$ cat config.mk
export PLATFORM = sky130hd
export DESIGN_NAME = fpu_subtractor_seq
export DESIGN_NICKNAME = d
export VERILOG_FILES = /design/src/rtl/fpu_pkg.sv /design/src/rtl/fpu_special_detect.sv /design/src/rtl/fpu_subtractor_seq.sv
export SDC_FILE = /design/constraint.sdc
export NUM_CORES = 1
export LEC_CHECK = 0
export CAP_MARGIN = 5
export CORE_UTILIZATION = 54
export DETAILED_ROUTE_END_ITERATION = 10
export PLACE_DENSITY = 0.78
export SYNTH_ARGS = -nofsm -noshare
export SYNTH_HDL_FRONTEND = slang
export SYNTH_SLANG_ARGS = --single-unit
$ cat constraint.sdc
create_clock -name clk -period 2.7 [get_ports clk]
set_input_delay 0.54 -clock clk [delete_from_list [all_inputs] [get_ports clk]]
set_output_delay 0.54 -clock clk [all_outputs]
set_load 0.1 [all_outputs]
$ cat src/rtl/fpu_pkg.sv
// Shared types, constants and the result packer for the sequential single-precision subtractor.
package fpu_pkg;

  localparam int EXP_W  = 8;
  localparam int MANT_W = 24;
  localparam int RES_W  = 25;
  localparam int DIFF_W = 5;

  localparam logic [DIFF_W-1:0] DIFF_SAT = 5'd25;
  localparam logic [31:0]       QNAN     = 32'h7FC00000;
  localparam logic [EXP_W-1:0]  EXP_MAX  = 8'hFF;

  typedef enum logic [2:0] {IDLE, ALIGN, ADD, NORM, DONE} state_t;

  typedef struct packed {
    logic zero;
    logic denorm;
    logic normal;
    logic inf;
    logic nan;
  } fclass_t;

  // A mantissa that never regained its hidden bit can only sit at exp 1, so it encodes as exp 0.
  function automatic logic [31:0] fp_pack(input logic s, input logic [EXP_W-1:0] e,
                                          input logic [MANT_W-1:0] m);
    logic [31:0] r;
    if (m == '0)             r = 32'h0000_0000;
    else if (e == EXP_MAX)   r = {s, EXP_MAX, 23'd0};
    else if (!m[MANT_W-1])   r = {s, 8'h00, m[22:0]};
    else                     r = {s, e, m[22:0]};
    return r;
  endfunction

endpackage

$ cat src/rtl/fpu_special_detect.sv
// Combinational classifier of an IEEE-754 single magnitude (sign is handled by the caller).
module fpu_special_detect
  import fpu_pkg::*;
(
  input  logic [30:0] mag_i,
  output fclass_t     cls_o
);

  logic exp_zero;
  logic exp_max;
  logic frac_zero;

  assign exp_zero  = (mag_i[30:23] == 8'h00);
  assign exp_max   = (mag_i[30:23] == EXP_MAX);
  assign frac_zero = (mag_i[22:0] == 23'd0);

  always_comb begin
    cls_o.zero   = exp_zero & frac_zero;
    cls_o.denorm = exp_zero & ~frac_zero;
    cls_o.normal = ~exp_zero & ~exp_max;
    cls_o.inf    = exp_max & frac_zero;
    cls_o.nan    = exp_max & ~frac_zero;
  end

endmodule

$ cat src/rtl/fpu_subtractor_seq.sv
// Multi-cycle single-precision a - b: bit-serial alignment, one add cycle, bit-serial normalisation.
// Truncating rounding; one operation in flight, result held in DONE until out_ready.
module fpu_subtractor_seq
  import fpu_pkg::*;
(
  input  logic        clk,
  input  logic        rst_n,
  input  logic        in_valid,
  output logic        in_ready,
  input  logic [31:0] a,
  input  logic [31:0] b,
  output logic        out_valid,
  input  logic        out_ready,
  output logic [31:0] out
);

  state_t              state_q, state_d;
  logic                sx_q, sx_d, sy_q, sy_d, rs_q, rs_d;
  logic [EXP_W-1:0]    ex_q, ex_d, ey_q, ey_d, er_q, er_d;
  logic [MANT_W-1:0]   mx_q, mx_d, my_q, my_d;
  logic [RES_W-1:0]    mr_q, mr_d;
  logic [DIFF_W-1:0]   diff_q, diff_d;
  logic                ord_q, ord_d, spec_q, spec_d;
  logic [31:0]         out_q, out_d;

  fclass_t             ca, cb;
  logic [EXP_W-1:0]    ea, eb, ediff;
  logic                spec_hit;
  logic [31:0]         spec_res;

  fpu_special_detect u_det_a (.mag_i(a[30:0]), .cls_o(ca));
  fpu_special_detect u_det_b (.mag_i(b[30:0]), .cls_o(cb));

  assign ea = (ca.zero | ca.denorm) ? 8'd1 : a[30:23];
  assign eb = (cb.zero | cb.denorm) ? 8'd1 : b[30:23];

  // Subtrahend sign is flipped, so two infinities of equal stored sign cancel into NaN.
  assign spec_hit = ca.nan | cb.nan | ca.inf | cb.inf;
  assign spec_res = (ca.nan | cb.nan | (ca.inf & cb.inf & (a[31] == b[31]))) ? QNAN :
                    ca.inf ? {a[31], EXP_MAX, 23'd0} : {~b[31], EXP_MAX, 23'd0};

  assign ediff = (ex_q >= ey_q) ? ex_q - ey_q : ey_q - ex_q;

  assign in_ready  = (state_q == IDLE);
  assign out_valid = (state_q == DONE);
  assign out       = out_q;

  always_comb begin
    state_d = state_q;
    sx_d = sx_q;  sy_d = sy_q;  rs_d = rs_q;
    ex_d = ex_q;  ey_d = ey_q;  er_d = er_q;
    mx_d = mx_q;  my_d = my_q;  mr_d = mr_q;
    diff_d = diff_q;  ord_d = ord_q;  spec_d = spec_q;  out_d = out_q;
    case (state_q)
      IDLE: if (in_valid) begin
        sx_d = a[31];   ex_d = ea;  mx_d = {ca.normal, a[22:0]};
        sy_d = ~b[31];  ey_d = eb;  my_d = {cb.normal, b[22:0]};
        spec_d = spec_hit;
        out_d  = spec_res;
        ord_d  = 1'b0;
        state_d = ALIGN;
      end
      ALIGN: begin
        if (spec_q) begin
          state_d = DONE;
        end else if (!ord_q) begin
          // First cycle orders the operands so x always carries the larger exponent.
          if (ex_q < ey_q) begin
            sx_d = sy_q;  ex_d = ey_q;  mx_d = my_q;
            sy_d = sx_q;  ey_d = ex_q;  my_d = mx_q;
          end
          diff_d = (ediff > {3'b000, DIFF_SAT}) ? DIFF_SAT : ediff[DIFF_W-1:0];
          ord_d  = 1'b1;
        end else if (diff_q != '0) begin
          my_d   = my_q >> 1;
          diff_d = diff_q - 1'b1;
        end else begin
          state_d = ADD;
        end
      end
      ADD: begin
        er_d = ex_q;
        if (sx_q == sy_q) begin
          mr_d = {1'b0, mx_q} + {1'b0, my_q};
          rs_d = sx_q;
        end else if (mx_q >= my_q) begin
          mr_d = {1'b0, mx_q} - {1'b0, my_q};
          rs_d = sx_q;
        end else begin
          mr_d = {1'b0, my_q} - {1'b0, mx_q};
          rs_d = sy_q;
        end
        state_d = NORM;
      end
      NORM: begin
        if (mr_q[RES_W-1]) begin
          out_d   = fp_pack(rs_q, er_q + 8'd1, mr_q[RES_W-1:1]);
          state_d = DONE;
        end else if (!mr_q[MANT_W-1] && (er_q > 8'd1) && (mr_q != '0)) begin
          mr_d = {mr_q[RES_W-2:0], 1'b0};
          er_d = er_q - 8'd1;
        end else begin
          out_d   = fp_pack(rs_q, er_q, mr_q[MANT_W-1:0]);
          state_d = DONE;
        end
      end
      DONE: if (out_ready) begin
        out_d   = 32'h0000_0000;
        state_d = IDLE;
      end
      default: state_d = IDLE;
    endcase
  end

  always_ff @(posedge clk or negedge rst_n) begin
    if (!rst_n) begin
      state_q <= IDLE;
      sx_q <= 1'b0;  sy_q <= 1'b0;  rs_q <= 1'b0;
      ex_q <= '0;    ey_q <= '0;    er_q <= '0;
      mx_q <= '0;    my_q <= '0;    mr_q <= '0;
      diff_q <= '0;  ord_q <= 1'b0; spec_q <= 1'b0;
      out_q <= 32'h0000_0000;
    end else begin
      state_q <= state_d;
      sx_q <= sx_d;  sy_q <= sy_d;  rs_q <= rs_d;
      ex_q <= ex_d;  ey_q <= ey_d;  er_q <= er_d;
      mx_q <= mx_d;  my_q <= my_d;  mr_q <= mr_d;
      diff_q <= diff_d;  ord_q <= ord_d;  spec_q <= spec_d;
      out_q <= out_d;
    end
  end

endmodule

==> flow_metrics.tcl <==
set metrics [dict create \
    status "complete, but fails checks" \
    failing_checks "setup timing" \
    num_io_pins 102 \
    post-dp-hpwl_um 30680 \
    syn_inst 1477 \
    initial_antenna_violation_count 0 \
    pre_cts_ws_ns -0.4296 \
    avgRoutedWirePerCell_um 20.04 \
    initial_core_util 0.5548 \
    grt_use_total 0.3756 \
    critPathRequiredTime_ns 3.02 \
    cts-buffers-inserted 17 \
    detail-route-antenna-nets 0 \
    worstRegToRegCells 14 \
    detail_route.iter0.violations 1244 \
    ratio_of_final_minimum_period_to_clock_period 1.160 \
    leading_cell_types_in_the_layout_fill_and_taps_excluded "buf_4, nand2_1, o21ai_0" \
    post-synth-top-area-cell "dfrtp_1" \
    synth_async_sr_flop_share 1.000 \
    crit_path_max_fanout 4 \
    final_layout_size_suffix_gt1_frac 0.3181 \
    post_synth_num_cell_types 81 \
    clk_transition_reported_paths_ns 0.06 \
    cts_max_path_buffers 2 \
    drt_first_pass_iters 6 \
    timing.critical_path.cells "buf_4, buf_4, ha_1, fa_2, nor2b_2, o2111ai_2, nand3_1, a41o_1, a21oi_2, nor2_2, nor4_4, nor3_2, o41ai_2, a211o_1" \
    postSynthNetCount 1643 \
    dieArea_um2 22330 \
    timing.critical_path.from_type "flip-flop" \
    layout-area-overhead-vs-synth_pct 45.67 \
    drv.max_cap_violation_count 0 \
    crit_arrival_ns 3.45 \
    ff2ff_setup_slack_ns -0.43 \
    critPathSlowestCell "dfrtp_1" \
    rsz0062_at_grt "yes" \
    final_net_count 2037 \
    synth_seq_cells 142 \
    maxClockFrequency_ghz 0.3194 \
    post_synth_instance_area_um2 11740 \
    skew_ns 0.01297 \
    fin_crit_ns 3.131 \
    yosys_warnings 0 \
    worst_pin_slew_ns 0.8142 \
    layout.cells.most_common "buf_4" \
    final_design_area_no_fill_um2 17100 \
    cts_hold_buf 0 \
    cell_area_after_placement_um2 15190 \
    setup_slack_ns -0.4312 \
    synth_seq_area_share 0.3028 \
    routed_via_density 6.154 \
    chipWidth_um 149.4 \
    proportion_of_netlist_area_held_by_the_largest_area_contributor 0.3028 \
    finalWeightedCongestion 0.9899 \
    grt_start_max_net_pins 85 \
    total_clock_sinks 142 \
    maxSlewHeadroom 0.4566 \
    synth_enable_flop_cells 0 \
    worst_reg2reg_endpoint "mr_q[24]" \
    slew_violations 0 \
    detailroute.via_count 13280 \
    setup.worst_path.class "flip-flop to flip-flop" \
    critical_path.max_stage_delay_ns 0.42 \
    diodes 0 \
    detail_route.drc_violations 0 \
    synthesis.area_per_instance_um2 7.946 \
    setup_violations 28 \
    detail_route.wirelength_um 43250 \
    cts.htree.levels 4 \
    tritoncts "done" \
    postSynth.topFlopCell "dfrtp_1" \
    vias_in_the_first_global_route 12470 \
    crit_top_cell "buf_4" \
    portBuffers 101 \
    rr_startpoint "mx_q[0]" \
    placeableCoreArea_um2 21150 \
    placementRows 53 \
    cp-end-kind "flip-flop" \
    synthTopCellsByArea "dfrtp_1, ha_1, o21ai_0" \
    grt_pass1_wl_um 65540 \
    clock_tree.root_cell "clkbuf_16" \
    globalRouteOverflowTotal 0 \
    hold_violations 0 \
    floorplan.die.height_um 149.4 \
    clk_latency_ns 0.44 \
    n_fill_cell 1405 \
    min_path_type "input port to async pin" \
]
worst max path at each step:
stage,startpoint,end,slack (ns)
2_1_floorplan,my_q[3],mr_q[5],-0.18
3_3_place_gp,my_q[0],mr_q[20],-0.30
3_5_place_dp,mx_q[0],mr_q[24],-0.43
4_1_cts,my_q[4],mr_q[9],-0.27
5_1_grt,mx_q[7],mr_q[20],-0.51
6_report,mx_q[0],mr_q[24],-0.43
flip-flops by register name, indices dropped and copies added (netlist names), 5 cells and up:
register / flops
out: 32
mr_q: 25
mx_q: 24
my_q: 24
er_q: 8
ex_q: 8
ey_q: 8
diff_q: 5
cell usage after synthesis, drive strengths merged, types with 7 or more instances:
cell type and n:
a31oi 20, clkbuf 76, mux2i 52, nand3 17, o211ai 35, a221o 8, nand2 180, xnor2 24
nor3 33, o21bai 9, inv 102, o31ai 7, o221ai 7, xor2 10, a21o 18, nand2b 17
o21ai 201, nand4 19, nor2b 18, a21oi 94, dfrtp 142, ha 93, a22oi 40, nor4 26
buf 16, nor2 97
per-layer routing:
| layer | wire length [um] | global-route usage | vias to the layer above |
|---|---|---|---|
| met4 | 1170 | 0.1107 | 0 |
| met3 | 4423 | 0.08750 | 105 |
| li1 | - | - | 6094 |
| met5 | 0 | 0 | - |
| met2 | 19210 | 0.5718 | 782 |
| met1 | 18440 | 0.5268 | 6300 |
kinds of logic (layout without fill, tap and decap cells):
group | after synthesis | count (layout) | share of synthesized area
AO/OA/AOI/OAI | 513 | 513 | 0.2773
AND/OR/NAND/NOR | 441 | 441 | 0.1736
buffers and inverters | 194 | 600 | 0.06610
flip-flops | 142 | 142 | 0.3028
adder cells (fa/ha/maj) | 98 | 98 | 0.1077
multiplexers | 55 | 55 | 0.04723
XOR/XNOR | 34 | 34 | 0.02537
area by class of cell:
cell class | instances | area, um^2 | share of cell area
inverter | 102 | 385.4 | 0.02254
timing repair buffer | 467 | 3839 | 0.2245
tap | 275 | 344.1 | 0.02013
multi-input combinational | 1141 | 8367 | 0.4894
clock inverter | 10 | 136.4 | 0.007977
clock buffer | 21 | 470.5 | 0.02752
sequential | 142 | 3555 | 0.2079
what timing repair did:
action | in CTS | in global routing
endpoints found under the setup margin | 33 | 99
resized for setup | 114 | 98
pin swaps | 51 | 66
setup buffers | 28 | 23
worst max-delay path, delay by kind of cell (launching register included):
family	cells	cell delay, ns
AOI/OAI and AO/OA	5	0.92
and+or+nand+nor	5	0.81
adders and majority gates	2	0.59
DFF	1	0.42
buffers and inverters	2	0.27
stage by stage:
step | hold slack (ns) | instances | util | TNS, ns
final | 0.06776 | 2158 | 0.8082 | -6.752
after global routing | 0.1111 | 2158 | 0.8082 | -9.444
after CTS | 0.09234 | 2138 | 0.7805 | -4.128
after detailed placement | 0.4738 | 2080 | 0.7183 | -6.906
after global placement | 0.4650 | 2080 | 0.7183 | -3.583
after floorplan | 0.2444 | 1477 | - | -1.304
Power is not shown: default switching activity piles up to over one toggle a cycle in this logic, so the estimate is an artifact.
